<file path="src/rtl/pong_pkg.sv">
// pong_pkg: shared state encoding and sizing helpers for the pong game controller
package pong_pkg;

    typedef enum logic [1:0] {
        NEWGAME = 2'b00,
        PLAY    = 2'b01,
        NEWBALL = 2'b10,
        OVER    = 2'b11
    } state_t;

    localparam int BALL_W = 7;

    function automatic int clog2(input int v);
        int r;
        r = 0;
        while ((1 << r) < v) r++;
        return r;
    endfunction

endpackage

</file>
<file path="src/rtl/bcd_score_counter.sv">
// bcd_score_counter: saturating BCD score with a binary shadow for threshold compares
module bcd_score_counter
    import pong_pkg::*;
#(
    parameter int DIGITS = 2,
    parameter int W      = clog2(10 ** DIGITS)
) (
    input  logic                clk,
    input  logic                reset,
    input  logic                clr,
    input  logic                inc,
    output logic [DIGITS*4-1:0] bcd,
    output logic [W-1:0]        bin,
    output logic [W-1:0]        bin_next
);

    localparam int MAX = 10 ** DIGITS - 1;

    logic                sat;
    logic                carry;
    logic [DIGITS*4-1:0] bcd_inc;

    assign sat      = bin == W'(MAX);
    assign bin_next = sat ? bin : bin + W'(1);

    // ripple +1 through the digits; a 9 wraps to 0 and carries into the next digit
    always_comb begin
        bcd_inc = bcd;
        carry   = 1'b1;
        for (int i = 0; i < DIGITS; i++) begin
            if (carry) begin
                carry                = bcd[i*4 +: 4] == 4'd9;
                bcd_inc[i*4 +: 4]    = carry ? 4'd0 : bcd[i*4 +: 4] + 4'd1;
            end
        end
    end

    // score register: clear beats increment, and a full counter stays put
    always_ff @(posedge clk or posedge reset) begin
        if (reset) begin
            bcd <= '0;
            bin <= '0;
        end else if (clr) begin
            bcd <= '0;
            bin <= '0;
        end else if (inc && !sat) begin
            bcd <= bcd_inc;
            bin <= bin_next;
        end
    end

endmodule

</file>
<file path="src/rtl/pong_game_ctrl.sv">
// pong_game_ctrl: game-flow FSMD tracking scores, ball budget, wait timer and the winner
module pong_game_ctrl
    import pong_pkg::*;
#(
    parameter int NUM_PLAYERS = 2,
    parameter int DIGITS      = 2,
    parameter int BALLS       = 7,
    parameter int WIN_SCORE   = 11,
    parameter int WAIT_TICKS  = 120,
    parameter int OVER_TICKS  = 180
) (
    input  logic                            clk,
    input  logic                            reset,
    input  logic                            frame_tick,
    input  logic                            start,
    input  logic [NUM_PLAYERS-1:0]          pts,
    output logic                            gra_still,
    output logic [1:0]                      state,
    output logic [BALL_W-1:0]               balls_left,
    output logic [NUM_PLAYERS*DIGITS*4-1:0] scores_bcd,
    output logic [NUM_PLAYERS-1:0]          winner,
    output logic                            timer_busy
);

    localparam int W  = clog2(10 ** DIGITS);
    localparam int TW = clog2((WAIT_TICKS > OVER_TICKS ? WAIT_TICKS : OVER_TICKS) + 2);

    state_t                           st;
    logic [TW-1:0]                    timer;
    logic                             timer_up;
    logic                             clr;
    logic                             won;
    logic [2:0]                       ties;
    logic [W-1:0]                     best;
    logic [NUM_PLAYERS-1:0]           sel;
    logic [NUM_PLAYERS-1:0]           inc;
    logic [NUM_PLAYERS-1:0]           win_hit;
    logic [NUM_PLAYERS-1:0]           lead;
    logic [NUM_PLAYERS-1:0][W-1:0]    bin;
    logic [NUM_PLAYERS-1:0][W-1:0]    bin_next;
    logic [NUM_PLAYERS-1:0][W-1:0]    score_new;

    assign state      = st;
    assign timer_up   = timer == '0;
    assign timer_busy = !timer_up;
    assign gra_still  = st != PLAY;
    assign sel        = pts & (~pts + NUM_PLAYERS'(1));
    assign inc        = sel & {NUM_PLAYERS{st == PLAY}};
    assign clr        = st == NEWGAME || (st == OVER && timer_up);
    assign won        = WIN_SCORE != 0 && |(sel & win_hit);

    for (genvar g = 0; g < NUM_PLAYERS; g++) begin : g_score
        bcd_score_counter #(.DIGITS(DIGITS)) u_score (
            .clk      (clk),
            .reset    (reset),
            .clr      (clr),
            .inc      (inc[g]),
            .bcd      (scores_bcd[g*DIGITS*4 +: DIGITS*4]),
            .bin      (bin[g]),
            .bin_next (bin_next[g])
        );
    end

    // scores as they will stand after this point, win-score hits, and the unique leader
    always_comb begin
        score_new = '0;
        win_hit   = '0;
        best      = '0;
        lead      = '0;
        ties      = '0;
        for (int i = 0; i < NUM_PLAYERS; i++) begin
            score_new[i] = sel[i] ? bin_next[i] : bin[i];
            win_hit[i]   = bin_next[i] == W'(WIN_SCORE);
            if (score_new[i] > best) begin
                best = score_new[i];
                lead = NUM_PLAYERS'(1) << i;
            end
        end
        for (int i = 0; i < NUM_PLAYERS; i++) ties = ties + 3'(score_new[i] == best);
    end

    // game flow; a timer load on state entry overrides the frame-tick decrement
    always_ff @(posedge clk or posedge reset) begin
        if (reset) begin
            st         <= NEWGAME;
            balls_left <= BALL_W'(BALLS);
            winner     <= '0;
            timer      <= '0;
        end else begin
            if (frame_tick && !timer_up) timer <= timer - TW'(1);
            case (st)
                NEWGAME: begin
                    balls_left <= BALL_W'(start ? BALLS - 1 : BALLS);
                    winner     <= '0;
                    if (start) st <= PLAY;
                end
                PLAY: if (|pts) begin
                    if (won || balls_left == '0) begin
                        st     <= OVER;
                        winner <= won ? sel : (ties == 3'd1 ? lead : '0);
                        timer  <= TW'(OVER_TICKS);
                    end else begin
                        st    <= NEWBALL;
                        timer <= TW'(WAIT_TICKS);
                    end
                end
                NEWBALL: if (timer_up && start) begin
                    st <= PLAY;
                    if (balls_left != '0) balls_left <= balls_left - BALL_W'(1);
                end
                OVER: if (timer_up) begin
                    st         <= NEWGAME;
                    balls_left <= BALL_W'(BALLS);
                    winner     <= '0;
                end
            endcase
        end
    end

endmodule

</file>
<file path="config.mk">
export PLATFORM = sky130hd
export DESIGN_NAME = pong_game_ctrl
export DESIGN_NICKNAME = d
export VERILOG_FILES = /design/src/rtl/pong_pkg.sv /design/src/rtl/bcd_score_counter.sv /design/src/rtl/pong_game_ctrl.sv
export SDC_FILE = /design/constraint.sdc
export NUM_CORES = 1
export LEC_CHECK = 0
export ABC_AREA = 1
export BUFFER_PORTS_ARGS = -buffer_cell sky130_fd_sc_hd__buf_2
export CAP_MARGIN = 20
export CORE_UTILIZATION = 37
export DETAILED_ROUTE_END_ITERATION = 8
export GPL_ROUTABILITY_DRIVEN = 0
export PLACE_DENSITY_LB_ADDON = 0.3
export SYNTH_ARGS = -nofsm -noshare
export SYNTH_HDL_FRONTEND = slang
export SYNTH_HIERARCHICAL = 1
export SYNTH_SLANG_ARGS = --single-unit
</file>
<file path="constraint.sdc">
create_clock -name clk -period 5.3 [get_ports clk]
set_input_delay 0.53 -clock clk [delete_from_list [all_inputs] [get_ports clk]]
set_output_delay 0.53 -clock clk [all_outputs]
set_load 0.1 [all_outputs]
</file>
==> flow_summary_export.csv <==
group,metric,value,unit
run_status,status,"finished, final reports clean",
die,rows,37,
clock_tree,cts_root_buffer,"clkbuf_8",
global_route,gr-total-overflow,0,
power_and_ir_drop,power_density,529,nW/um^2
sta,hold_viol,0,
clock_tree,cts.sink_count,49,
clock_tree,cts-resized-gates,0,
clock_tree,cts_buffer_depth,2,
global_route,use_met2,0.274,
die,die_w,105,microns
placed_design,placed_cell_area,4220,sq um
sta,tightest_slew,0.772,ns
job,max-cap-violations,0,
critical_path,crit_type,"flop to flop",
sta,maxSlewViolCount,0,
yosys,ys_seq_elements,49,
global_route,grt_pass1_wl,15.4,mm
finish,multi_input_area,2280,sq um
yosys,synthAdderAreaFrac,0.0633,
finish,fin_nets,637,
global_route,grt_pass1_vias,3491,
critical_path,r2r_cells,25,
die,io_pins,35,
routing,drtIter0Drc,167,
critical_path,rr_endpoint,"winner[1]",
global_route,grtUsageMet3,0.0216,
power_and_ir_drop,leakage,2.30,nW
finish,layout-drive-gt1-share,0.168,
yosys,synth_top_family_by_area,"simple AND/OR/NAND/NOR gates",
routing,drt-vias-per-instance,4.93,
finish,synthToLayoutAreaGrowth,9.28,%
clock_tree,cts.clk_slew.worst_paths,0.09,ns
critical_path,rr_startpoint,"g_score[1].u_score/bin[1]",
sta,grt_setup_unrepaired,"false",
sta,fin_crit_sh,0.644,
die,start_util,0.383,
routing,dr.pass1.iters,5,
sta,timing.fmax,293,MHz
routing,route.detailed.drc,0,
placed_design,dp.final_hpwl,6.78,mm
yosys,syn_inst,577,
power_and_ir_drop,ir_drop,440,uV
yosys,syn_area,3950,sq um
sta,maxSlewHeadroom,0.485,
global_route,grt_max_degree,20,
clock_tree,post_cts_buffers,0,
global_route,gr-usage-all-layers,0.167,
routing,routed_wl,8.69,mm
global_route,grt_busiest_layer,"met2",
sta,fin_crit,3.41,ns
finish,fillers,1071,
finish,seqCellArea,1230,sq um
sta,setup_violations,0,
yosys,synth_compound_area_frac,0.0852,
routing,num_vias,3687,
die,die_area,11100,sq um
finish,final_common_cell,"nand2_1",
critical_path,rrSetupSlack,1.89,ns
critical_path,startpoint_type,"flop",
yosys,ys_types,37,
global_route,antenna_found_initial,0,
finish,mostFrequentLayoutCells,"171 x nand2_1, 83 x inv_1, 57 x nand3_1",
sta,finalSetupTns,0,ns
finish,final_area,4320,sq um
finish,antenna_cells,0,
routing,wl_per_cell,11.6,microns
clock_tree,clk_latency,0.31,ns
min_path,hp-class,"input port to asynchronous set/reset pin",
clock_tree,cts_tree,"done",
critical_path,setup.worst_path.end_class,"flop",
power_and_ir_drop,finalPower,2.28,mW
yosys,synthMuxAreaShare,0,
critical_path,cp.required,5.51,ns
yosys,synth_simple_gate_area_share,0.407,
yosys,synth-xor-area-share,0.0222,
routing,ant_nets,0,
die,core_area,10300,sq um
clock_tree,cts_max_level,2,
sta,clock_skew,0.0109,ns
yosys,mappedNetlistNets,603,
die,die_y,105,microns
clock_tree,cts.hold.buffers_added,0,
critical_path,arrival,3.63,ns
yosys,synth_area_per_cell,6.85,sq um
yosys,ys_warn_count,6,
global_route,met1_usage,0.226,
placed_design,portBuffers,34,
clock_tree,numCtsBuffers,5,
yosys,synth.yosys.seq_area_share,0.311,
critical_path,cp_max_fo,14,
==> worst max path at each step <==
| stage | startpoint | to | slack (ns) | depth (start not counted) |
|---|---|---|---|---|
| finish | g_score[1].u_score/bin[1] | winner[1] | 1.89 | 25 |
| global route | g_score[1].u_score/bin[1] | winner[0] | 1.50 | 25 |
| CTS | g_score[1].u_score/bin[1] | winner[1] | 1.92 | 25 |
| detailed placement | g_score[1].u_score/bin[1] | winner[1] | 1.94 | 25 |
| global placement | g_score[1].u_score/bin[0] | winner[1] | 2.09 | 25 |
| floorplan | g_score[1].u_score/bin[0] | winner[1] | 2.36 | 25 |
==> per-layer routing <==
metal	wire length, microns	share of wire
met1	4180	0.48
met2	4090	0.47
met3	306	0.035
met4	116	0.013
met5	0	0
==> power breakdown <==
group          internal [mW]  switching [mW]  leakage, nW  total [mW]
clock                  0.106           0.129       0.0445       0.235
sequential             0.494           0.133        0.634       0.626
combinational          0.320            1.10         1.62        1.42
total                  0.921            1.36         2.30        2.28
==> stage by stage <==
stage / std cells / setup WS (ns) / hold WS, ns / util
finish: 748 / 1.89 / 0.301 / 0.418
global route: 748 / 1.50 / 0.343 / 0.418
CTS: 748 / 1.92 / 0.310 / 0.418
detailed placement: 740 / 1.94 / 0.454 / 0.409
global placement: 740 / 2.09 / 0.450 / 0.409
floorplan: 577 / 2.36 / 0.431 / -
==> kinds of logic (layout without fill, tap and decap cells) <==
family,Yosys count,in the layout
and+or+nand+nor,341,341
adders and majority gates,20,20
buffers and inverters,106,141
DFF,49,49
AOI/OAI and AO/OA,51,51
xor gates and xnor gates,10,10
==> layout make-up <==
class	count	area share
inverters	99	0.0861
clock buffers	7	0.0200
multi-input cells	422	0.529
flip-flops and latches	49	0.285
repair buffers	34	0.0394
clock inverters	1	0.00174
well taps	136	0.0394
==> cell usage after synthesis <==
library cell  number  share of area
a211oi_1           2         0.0038
a21o_1             1         0.0019
a21oi_1           10          0.013
a21oi_2            1         0.0022
a31oi_1            1         0.0016
and3_1             1         0.0016
buf_4              3         0.0057
buf_6              4          0.011
clkinv_1           1        0.00095
dfrtp_1           46           0.29
dfstp_2            3          0.020
ha_1              20          0.063
inv_1             83          0.079
inv_2             15          0.014
nand2_1          171           0.16
nand2_2            4         0.0063
nand2_4            6          0.017
nand2_8            1         0.0051
nand3_1           57          0.072
nand3_2            1         0.0025
nand3_4            2         0.0089
nand3b_1           5         0.0095
nand4_1           19          0.030
nand4_2            1         0.0032
nor2_1            55          0.052
nor2_2             8          0.013
nor2_4             3         0.0085
nor3_1             2         0.0025
nor3b_1            1         0.0019
nor4_1             3         0.0048
nor4_4             1         0.0054
o211ai_1           2         0.0038
o21ai_0           14          0.018
o21ai_1            3         0.0038
o21ai_2           16          0.035
o311ai_0           1         0.0022
xor2_1            10          0.022
==> critical path, stage by stage, from the launching register on <==
cell and delay (ns):
dfrtp_1 0.44, ha_1 0.24, inv_2 0.07, nor2_2 0.16, nand3_1 0.09, nand2_1 0.07
nand2_1 0.08, o21ai_1 0.23, inv_1 0.11, ha_1 0.32, nand2_2 0.11, inv_1 0.05
a21oi_2 0.22, nand2_4 0.12, nand2_4 0.15, inv_2 0.11, nand3_1 0.09, nand2_1 0.06
nor2_1 0.15, nand2_1 0.07, nor2_1 0.08, nand2_1 0.07, nand3_1 0.07, nand2_1 0.05
nand2_1 0.06, nand2_1 0.04
==> flip-flops by register name, summed over array words and instances (netlist names) <==
name	count
winner	2
state	2
balls_left	7
g_score.u_score/bin	14
g_score.u_score/bcd	16
timer	8
(Power assumes the default switching activity.)
